--- config.mk ---
export PLATFORM = sky130hd
export DESIGN_NAME = gray_counter_ctl
export DESIGN_NICKNAME = d
export VERILOG_FILES = /design/src/rtl/gray_counter_ctl.sv
export SDC_FILE = /design/constraint.sdc
export NUM_CORES = 1
export LEC_CHECK = 0
export CORE_MARGIN = 1.5
export CORE_UTILIZATION = 50
export DETAILED_ROUTE_END_ITERATION = 7
export PLACE_DENSITY = 0.79
export SLEW_MARGIN = 10
export SYNTH_ARGS = -nofsm -noshare
export SYNTH_HDL_FRONTEND = slang
export SYNTH_SLANG_ARGS = --single-unit
--- constraint.sdc ---
create_clock -name clk -period 3.1 [get_ports clk]
set_input_delay 0.775 -clock clk [delete_from_list [all_inputs] [get_ports clk]]
set_output_delay 0.775 -clock clk [all_outputs]
set_load 0.03 [all_outputs]
--- src/rtl/gray_counter_ctl.sv ---
// Gray-code counter with enable, up/down, synchronous load and a programmable terminal count.
// The binary and Gray values are registered together, so gray_o never lags bin_o.
module gray_counter_ctl #(
  parameter int               WIDTH     = 16,
  parameter logic [WIDTH-1:0] MAX_VAL   = {WIDTH{1'b1}},
  parameter bit               LOAD_GRAY = 1'b1
) (
  input  logic             clk,
  input  logic             rst,
  input  logic             en,
  input  logic             up,
  input  logic             load,
  input  logic [WIDTH-1:0] load_val,
  output logic [WIDTH-1:0] bin_o,
  output logic [WIDTH-1:0] gray_o,
  output logic             zero_o,
  output logic             wrap_o,
  output logic             load_err_o
);

  logic [WIDTH-1:0] bin_q, gray_q;
  logic             wrap_q, err_q;
  logic [WIDTH-1:0] ld_g2b, ld_v;
  logic [WIDTH-1:0] bin_nxt;
  logic             wrap_nxt, err_nxt;

  // Gray to binary: each bit is the XOR of all Gray bits at or above it.
  always_comb begin
    ld_g2b = '0;
    for (int i = 0; i < WIDTH; i++) ld_g2b[i] = ^(load_val >> i);
  end

  assign ld_v = LOAD_GRAY ? ld_g2b : load_val;

  always_comb begin
    bin_nxt  = bin_q;
    wrap_nxt = 1'b0;
    err_nxt  = 1'b0;
    if (load) begin
      if (ld_v > MAX_VAL) begin
        bin_nxt = MAX_VAL;
        err_nxt = 1'b1;
      end else begin
        bin_nxt = ld_v;
      end
    end else if (en) begin
      if (up) begin
        if (bin_q == MAX_VAL) begin
          bin_nxt  = '0;
          wrap_nxt = 1'b1;
        end else begin
          bin_nxt = bin_q + WIDTH'(1);
        end
      end else begin
        if (bin_q == '0) begin
          bin_nxt  = MAX_VAL;
          wrap_nxt = 1'b1;
        end else begin
          bin_nxt = bin_q - WIDTH'(1);
        end
      end
    end
  end

  always_ff @(posedge clk or posedge rst) begin
    if (rst) begin
      bin_q  <= '0;
      gray_q <= '0;
      wrap_q <= 1'b0;
      err_q  <= 1'b0;
    end else begin
      bin_q  <= bin_nxt;
      gray_q <= bin_nxt ^ (bin_nxt >> 1);
      wrap_q <= wrap_nxt;
      err_q  <= err_nxt;
    end
  end

  assign bin_o      = bin_q;
  assign gray_o     = gray_q;
  assign wrap_o     = wrap_q;
  assign load_err_o = err_q;
  assign zero_o     = (bin_q == '0) & ~rst;

endmodule
Word-level counts from Yosys, hierarchy flattened
Index checks and enable logic that the tools add are counted.
- eq/ne operators: 1
- add/sub/neg operators: 2
- magnitude comparators: 1
- reductions and logical operators: 17
- muxes and demuxes: 13
- bitwise logic cells: 3
- operator list (operator ; count):
    $reduce_xor A16 Y1 ; 16
    $mux W16 ; 6
    $add A16 B1 Y16 const B ; 1
    $eq A16 B16 Y1 const B ; 1
    $gt A16 B16 Y1 const B ; 1
    $logic_not A16 Y1 ; 1
    $sub A16 B1 Y16 const B ; 1
    $xor A16 B15 Y16 ; 1
    $mux W1 ; 7
    $and A1 B1 Y1 ; 1
    $not A1 Y1 ; 1
- flip-flop bits (word level): 34
- input bits: 21
- logic and storage cells: 41

Longest topological paths before layout
Gate-level depths: netlist of run 1.
- depth after elaboration: 6
- depth in mapped cells: 10

Least setup slack after synthesis of run 1
Ideal clock, no wire load.
- path type: input-to-reg
- from: in load_val[14]
- to: reg bin_q[0] (netlist: bin_o[0])
- stages: 7
- path slack: 0.441 ns
- required time: 2.965 ns
- setup time: 0.135 ns
- arrival time: 2.523 ns
- buffers on the path: 0
- cells stage by stage: xor3_2 xnor3_2 xnor3_2 xnor2_2 xnor2_2 xnor2_1 a21oi_1
- word-level cells in the longest chain between the ends: 4
- elaborated cells on any way between the ends: 18
- RTL lines (item ; RTL line ; source):
    start: declaration ; 13 ; input logic [WIDTH-1:0] load_val,
    $reduce_xor A16 Y1 ; 30 ; for (int i = 0; i < WIDTH; i++) ld_g2b[i] = ^(load_val >> i);
    $gt A16 B16 Y1 ; 40 ; if (ld_v > MAX_VAL) begin
    $mux W16 (*) ; 40 ;
    $mux W16 (*) ; 39 ; if (load) begin
    net bin_nxt[0] ; 24 ; logic [WIDTH-1:0] bin_nxt;
    end signal: assignment ; 72 ; bin_q <= bin_nxt;
    end: declaration ; 21 ; logic [WIDTH-1:0] bin_q, gray_q;
Mark *: on every way through the listed nets, which the timed path passes. The rest lies on a longest branch.

Worst setup path in the final report of run 1
Same ends and word-level chain as after synthesis.

==> flow_summary.toml, run 1 <==
[synth]
yosys-top-cells-area = "dfrtp_1 33%, xnor2_1 9.0%, xor2_1 7.2%, nand2_1 4.8%, o21ai_0 3.1%"
synth_xor_area_frac = 0.215
synth-compound-area-share = 0.149
synth_area_um2 = 2430
syn_nets = 295
synth_area_per_cell_um2 = 8.93
yosysTopAreaCell = "dfrtp_1"
synth_simple_gate_area_frac = 0.202
synth-async-reset-ratio = 1.00
yosysSeqAreaShare = 0.330
netlist_instances = 272
ys_warn_count = 0
yosys-mux-area-fraction = 0.0263
synth_top_flop_cell = "dfrtp_1"
synth_fa_ha_area_frac = 0.0103
synth_seq_cells = 32
yosysUniqueCellTypes = 57
synth_top_area_share = 0.330
synth_edf_count = 0
synth_common_cells = "32 x dfrtp_1, 31 x nand2_1, 25 x xnor2_1"
synth_top_family_by_area = "XOR/XNOR gates"
yosysMostFrequentCell = "dfrtp_1"

[clock_tree]
clk_latency_ps = 280
clkTransAtPathRegs_ps = 60
clkSinkCount = 32
cts-root-buf = "clkbuf_8"
htreeDepth = 2
clock_path_buffers = 2
cts_buffers = 5
tritoncts = "yes"
cts_setup_buffers = 0

[final_layout]
syn_to_final_growth_pct = 33.6
drive_gt1_frac = 0.160
fillers = 393
antenna_cells = 0
stdcell_count = 391
fin_area_um2 = 3250
nNetsFinal = 360

[sta]
fin_crit_ps = 2980
finalSetupTns_ps = 0
worstMarginPinSlew_ps = 506
period_share = 0.960
finClkSkew_ps = 5.15
setup_ws_ps = 125
fmax_mhz = 336
drv_slew = 0
setup_viol = 0
finalHoldViolations = 0
slew-limit-headroom = 0.659
rsz0062_at_grt = "no"

[global_routing]
gr-total-overflow = 0
grt_pass1_vias = 2119
grt_start_max_net_pins = 33
grt_pass1_wl_mm = 10.5
track_usage = 0.261
antenna_found_initial = 0

[route]
drc = 0
first_pass_iters = 4
viasPerCell = 5.82
drt-total-wl_mm = 6.57
detail_route.wl_per_cell_um = 16.8
drt_iter0_drc = 225
num_vias = 2275
ant_nets = 0

[min_path]
min_from = "bin_o[10]"
hold-path-cell-count = 2
min_path_type = "reg -> reg"

[die]
die_h_um = 72.7
start_util = 0.518
rows = 25
die_w_um = 72.7
coreArea_um2 = 4690
pin_count = 56
die-area_um2 = 5290

[pwr]
p_leak_uw = 0.00132
peakVddDrop_mv = 0.548
power_uw = 2740
power.density_nw_per_um2 = 845

[critical_path]
worstPathArrival_ps = 3140
worstSetupStartpointType = "input pin"
endpoint_kind = "flip-flop"
rr_worst_depth = 8
critical-path-slowest-cell = "xnor3_2"
startpoint = "load_val[14]"
crit_path_max_fanout = 6
slowest_delay_ps = 480
crit_chain = "clkdlybuf4s50_1, xor3_2, xnor3_2, xnor3_2, xnor2_2, xnor2_2, xnor2_1, a21oi_1"
r2r-start = "bin_o[5]"
crit_required_ps = 3260
path_class = "in -> reg"

[run]
drv_cap = 0

[placed_design]
placed_cells = 384
dp_slack_ps = -182
io_buffers = 54
gp_congestion = 0.975
placed_area_um2 = 3130
dpl.hpwl_mm = 4.97

[run_status]
run_status = "complete, no violations"
## critical path, delay by kind of cell
family	cells	cell delay, ps
xor gates and xnor gates	6	1800
AOI/OAI and AO/OA	1	80
buffers and inverters	1	470
## cells in the final DEF (no fill, tap or decap), types with 2 or more instances in the layout
cell	count
inv_1	12
nor3b_1	3
dfrtp_1	32
nor4_1	4
xnor2_1	25
o21ai_0	15
clkdlybuf4s50_1	53
mux2i_1	3
ha_1	2
nor3_1	12
nor4_2	2
nor2_1	10
nand2_1	31
nand4_1	8
nand3_1	9
xor2_1	19
xnor3_2	2
a22oi_1	2
xnor2_2	2
or4_4	2
or3_1	4
o31ai_1	3
a21oi_1	10
buf_4	28
clkbuf_8	7
a22o_1	2
nor2b_1	2
and2_1	3
## routing by layer
layer  up-vias  global-route usage  share of wire
li1       1069                   -              -
met4         0              0.0797          0.023
met1      1097               0.351           0.43
met5         -                   0              0
met3        17              0.0428          0.060
met2        92               0.431           0.48
## registers in the layout, summed over array words and instances, names as in the netlist
| signal | flops |
|---|---|
| bin_o | 16 |
| gray_o | 15 |
| wrap_o | 1 |
## per-stage QoR
step	hold WS, ps	utilization
2_1_floorplan	891	-
3_3_place_gp	844	0.668
3_5_place_dp	854	0.668
4_1_cts	867	0.688
5_1_grt	897	0.692
6_report	867	0.692
## final timing paths
path / to / slack (ps)
min reg2reg: bin_o[10] / 870
min in group asynchronous: gray_o[2] / 910
min: bin_o[10] / 870
max in group asynchronous: bin_o[7] / 1900
max reg2reg: gray_o[3] / 480
max: bin_o[0] / 120
## area by class of cell
cell class | instances | area (um2) | share of cell area
timing repair buffer | 82 | 753 | 0.232
multi-input combinational | 204 | 1480 | 0.457
sequential | 32 | 801 | 0.247
tap | 54 | 67.6 | 0.0208
inverter | 12 | 45.0 | 0.0139
clock buffer | 7 | 96.3 | 0.0297
## where the power goes
| group | internal (uW) | switching [uW] | leakage, uW |
|---|---|---|---|
| registers | 575 | 160 | 0.000377 |
| clock network | 198 | 146 | 0.0000503 |
| logic | 734 | 931 | 0.000897 |
| total | 1510 | 1240 | 0.00132 |
## cell families (layout without fill, tap and decap cells)
kind of cell               count (synthesis)  after routing
DFF                                       32             32
AOI/OAI and AO/OA                         50             50
muxes                                      5              5
adders and majority gates                  2              2
buffers and inverters                     36            101
other                                      1              1
xor gates and xnor gates                  51             51
and+or+nand+nor                           95             95
## what timing repair did
action                                  4_1_cts  5_1_grt
hold buffers                                  0        0
gates resized for setup                       0        3
endpoints found under the setup margin        0        2
Note: power is estimated with default switching activity, not from simulation.
==> inputs of run 2 (changes only) <==
- CORE_MARGIN: 1.5 -> not set
- PLACE_DENSITY: 0.79 -> 0.8
==> run 2 against run 1 <==
- count of clock-buffer cells in the layout grew 1
- non-clock buffer count shrank 4
- combinational power is essentially flat
- design area shrank 1.6%
- critical path type unchanged
==> flow_summary.toml, run 2 (same netlist as run 1, synthesis figures left out) <==
[sta]
rsz0062_at_grt = "no"
drv_slew = 0
period_share = 0.966
slew-limit-headroom = 0.616
fin_hold_ws_ps = 852
finClkSkew_ps = 4.70
fmax_mhz = 334
worstMarginPinSlew_ps = 571
setup_viol = 0
fin_crit_ps = 3000
finalHoldViolations = 0

[critical_path]
worstSetupStartpointType = "input pin"
path_class = "in -> reg"
worstPathArrival_ps = 3160
startpoint = "load_val[14]"
endpoint_kind = "flip-flop"
r2r-start = "bin_o[2]"
crit_required_ps = 3260
crit_path_max_fanout = 6

[pwr]
p_leak_uw = 0.00130
power.density_nw_per_um2 = 846
peakVddDrop_mv = 0.539

[final_layout]
layout_common_cells = "53 x clkdlybuf4s50_1, 32 x dfrtp_1, 31 x nand2_1"
drive_gt1_frac = 0.141
largest_reg_flops = 16
fin_util = 0.709
final_common_cell = "clkdlybuf4s50_1"
nNetsFinal = 356
antenna_cells = 0
syn_to_final_growth_pct = 31.4
fin_area_um2 = 3190
stdcell_count = 386

[global_routing]
track_usage = 0.254
grt_pass1_wl_mm = 10.2
antenna_found_initial = 0
grt_pass1_vias = 2165
grt_start_max_net_pins = 33
gr-total-overflow = 0

[run]
drv_cap = 0

[route]
num_vias = 2226
drt_iter0_drc = 209
top_layer = "met4"
drc = 0
met1_length_mm = 2.72
viasPerCell = 5.77
wl_met3_um = 438
detail_route.wl_per_cell_um = 15.7
ant_nets = 0
wl_met2_mm = 2.84
drt-total-wl_mm = 6.08
first_pass_iters = 4

[die]
pin_count = 56
start_util = 0.539
die_w_um = 71.7
die-area_um2 = 5140
die_h_um = 71.7
rows = 24
coreArea_um2 = 4500

[clock_tree]
clk_latency_ps = 280
clkSinkCount = 32
htreeDepth = 2
clkTransAtPathRegs_ps = 60
cts_buffers = 5
cts-root-buf = "clkbuf_8"
cts_setup_buffers = 0
clock_path_buffers = 2
tritoncts = "yes"
holdBufCountCts = 0

[placed_design]
placed_area_um2 = 3100
gp_congestion = 0.914
dpl.hpwl_mm = 4.49
placed_cells = 378
io_buffers = 54

[run_status]
run_status = "complete, no violations"

[min_path]
min_from = "bin_o[14]"
min_path_type = "reg -> reg"
-- run 2: cell count changes in the layout (fill, tap and decap cells not counted), sizes merged --
cell	previous run	this run
buf	28	24
clkbuf	7	8
-- run 2: power breakdown --
| part | internal [uW] | switching, uW | total [uW] | leakage [uW] |
|---|---|---|---|---|
| logic | 729 | 923 | 1650 | 0.000876 |
| registers | 574 | 142 | 716 | 0.000377 |
| clock network | 181 | 154 | 335 | 0.0000455 |
-- run 2: area by class of cell --
| cell class | instances | area, um2 |
|---|---|---|
| inverter | 12 | 45.0 |
| timing repair buffer | 78 | 723 |
| fill | 349 | 1310 |
| tap | 52 | 65.1 |
| sequential | 32 | 801 |
| multi-input combinational | 204 | 1470 |
| clock buffer | 8 | 90.1 |
-- run 2: final timing paths --
kind                             end  slack (ps)  cells past startpoint
max                         bin_o[0]         100                      8
min in group asynchronous  gray_o[2]         900                      3
min                        bin_o[14]         850                      2
max in group asynchronous   bin_o[1]        1880                      3
max reg2reg                gray_o[3]         530                      7
min reg2reg                bin_o[14]         850                      2
-- run 2: metal layers --
layer | up-vias | GRT usage
met3 | 12 | 0.0478
met1 | 1051 | 0.353
li1 | 1061 | -
met5 | - | 0
met2 | 102 | 0.411
met4 | 0 | 0.0654
-- run 2: stage by stage --
stage / TNS, ps / worst slack, ps / total power [uW]
global route: 0 / 11.8 / 2860
finish: 0 / 104 / 2700
detailed placement: -920 / -178 / 2370
global placement: -537 / -167 / 2340
CTS: 0 / 57.4 / 2710
floorplan: 0 / 441 / 1810
-- run 2: critical path, stage by stage --
cell and delay (ps):
clkdlybuf4s50_1 480, xor3_2 470, xnor3_2 290, xnor3_2 500, xnor2_2 270, xnor2_2 150, xnor2_1 140, a21oi_1 80
-- run 2: repair_timing --
| item | CTS | global route |
|---|---|---|
| gates resized for setup | 0 | 1 |
| endpoints found under the setup margin | 0 | 1 |
| hold endpoints to repair | 0 | 0 |
==> inputs of run 3 (changes only) <==
- PLACE_DENSITY: 0.8 -> 0.82
==> run 3 against run 2 <==
- first-iteration DRC count shrank 39%
- via count shrank 0.94%
- non-clock buffer count grew 5
- critical path type unchanged
- largest power group unchanged
- highest routed layer unchanged
==> flow_summary.toml, run 3 (same netlist as run 1, synthesis figures left out) <==
[global_routing]
met3_usage = 0.0520
antenna_found_initial = 0
grt_pass1_wl_mm = 10.5
grt_util_met1 = 0.341
grt_pass1_vias = 2229
gr-total-overflow = 0
grt.busiest_layer = "met2"
gr-usage-met2 = 0.448
grt_start_max_net_pins = 33
track_usage = 0.267

[route]
first_pass_iters = 4
drt-total-wl_mm = 6.30
viasPerCell = 5.64
drt_iter0_drc = 128
drc = 0
detail_route.wl_per_cell_um = 16.1
num_vias = 2205
ant_nets = 0

[run_status]
run_status = "complete, no violations"

[critical_path]
rr_worst_depth = 7
path_class = "in -> reg"
crit_required_ps = 3260
endpoint_kind = "flip-flop"
worstPathArrival_ps = 3150
worstSetupStartpointType = "input pin"
crit_path_max_fanout = 5

[placed_design]
placed_area_um2 = 3140
dp_slack_ps = -164
dpl.hpwl_mm = 4.76
gp_congestion = 0.918
io_buffers = 54

[pwr]
p_leak_uw = 0.00132
peakVddDrop_mv = 0.583
power.density_nw_per_um2 = 846

[sta]
fmax_mhz = 334
drv_slew = 0
finClkSkew_ps = 12.0
slew-limit-headroom = 0.574
setup_ws_ps = 104
fin_hold_ws_ps = 800
finalSetupTns_ps = 0
fin_crit_ps = 3000
period_share = 0.966
setup_viol = 0
finalHoldViolations = 0
worstMarginPinSlew_ps = 637

[clock_tree]
cts-root-buf = "clkbuf_8"
cts_buffers = 5
tritoncts = "yes"
clk_latency_ps = 290
holdBufCountCts = 0
htreeDepth = 2
clkTransAtPathRegs_ps = 60
cts_setup_buffers = 0
clkSinkCount = 32
clock_path_buffers = 2

[die]
die-area_um2 = 5140
die_w_um = 71.7
pin_count = 56
die_h_um = 71.7
coreArea_um2 = 4500
rows = 24
start_util = 0.539

[final_layout]
nNetsFinal = 361
syn_to_final_growth_pct = 33.2
fin_area_um2 = 3240
antenna_cells = 0
fin_util = 0.719
layout_common_cells = "53 x clkdlybuf4s50_1, 32 x dfrtp_1, 31 x nand2_1"
largest_reg_flops = 16
final_common_cell = "clkdlybuf4s50_1"
drive_gt1_frac = 0.156

[min_path]
min_path_type = "reg -> reg"
hold-path-cell-count = 3

[run]
drv_cap = 0
## run 3: changes by cell type in the layout (fill, tap and decap cells not counted), sizes merged
cell / before / now
buf: 24 / 29
## run 3: layer usage
metal  routed length [um]  up-vias  part of all wire
li1                     -     1065                 -
met1                 2810     1045              0.45
met2                 3080       80              0.49
met3                  275       15             0.044
met4                  134        0             0.021
met5                    0        -                 0
## run 3: final timing paths
check,from,to,slack [ps]
setup / recovery,load_val[14],bin_o[0],100
hold / removal,bin_o[6],bin_o[6],800
setup reg to reg,bin_o[2],gray_o[3],610
hold reg to reg,bin_o[6],bin_o[6],800
max in group asynchronous,rst,gray_o[5],1910
min in group asynchronous,rst,bin_o[14],900
## run 3: critical path: stages
cell and delay (ps):
clkdlybuf4s50_1 480, xor3_2 450, xnor3_2 280, xnor3_2 480, xnor2_2 300, xnor2_2 170
xnor2_1 140, a21oi_1 90
## run 3: through the flow
stage / cells / power (uW)
after CTS: 391 / 2750
after detailed placement: 383 / 2410
after global routing: 391 / 2910
after global placement: 383 / 2370
final: 391 / 2740
after floorplan: 272 / 1810
## run 3: final cells by class
type                            count  area, um2
Fill cell                         363       1270
Timing Repair Buffer               83        761
Sequential cell                    32        801
Clock buffer                        8       90.1
Inverter                           12       45.0
Multi-Input combinational cell    204       1480
Tap cell                           52       65.1
## run 3: repair_timing
item | 4_1_cts | 5_1_grt
setup endpoints to repair | 1 | 1
endpoints found under the hold margin | 0 | 0
gates resized for setup | 1 | 1
## run 3: power breakdown
group / internal [uW] / total [uW] / switching (uW)
combinational: 754 / 1700 / 950
clock: 181 / 333 / 152
sequential: 575 / 701 / 127
total: 1510 / 2740 / 1230
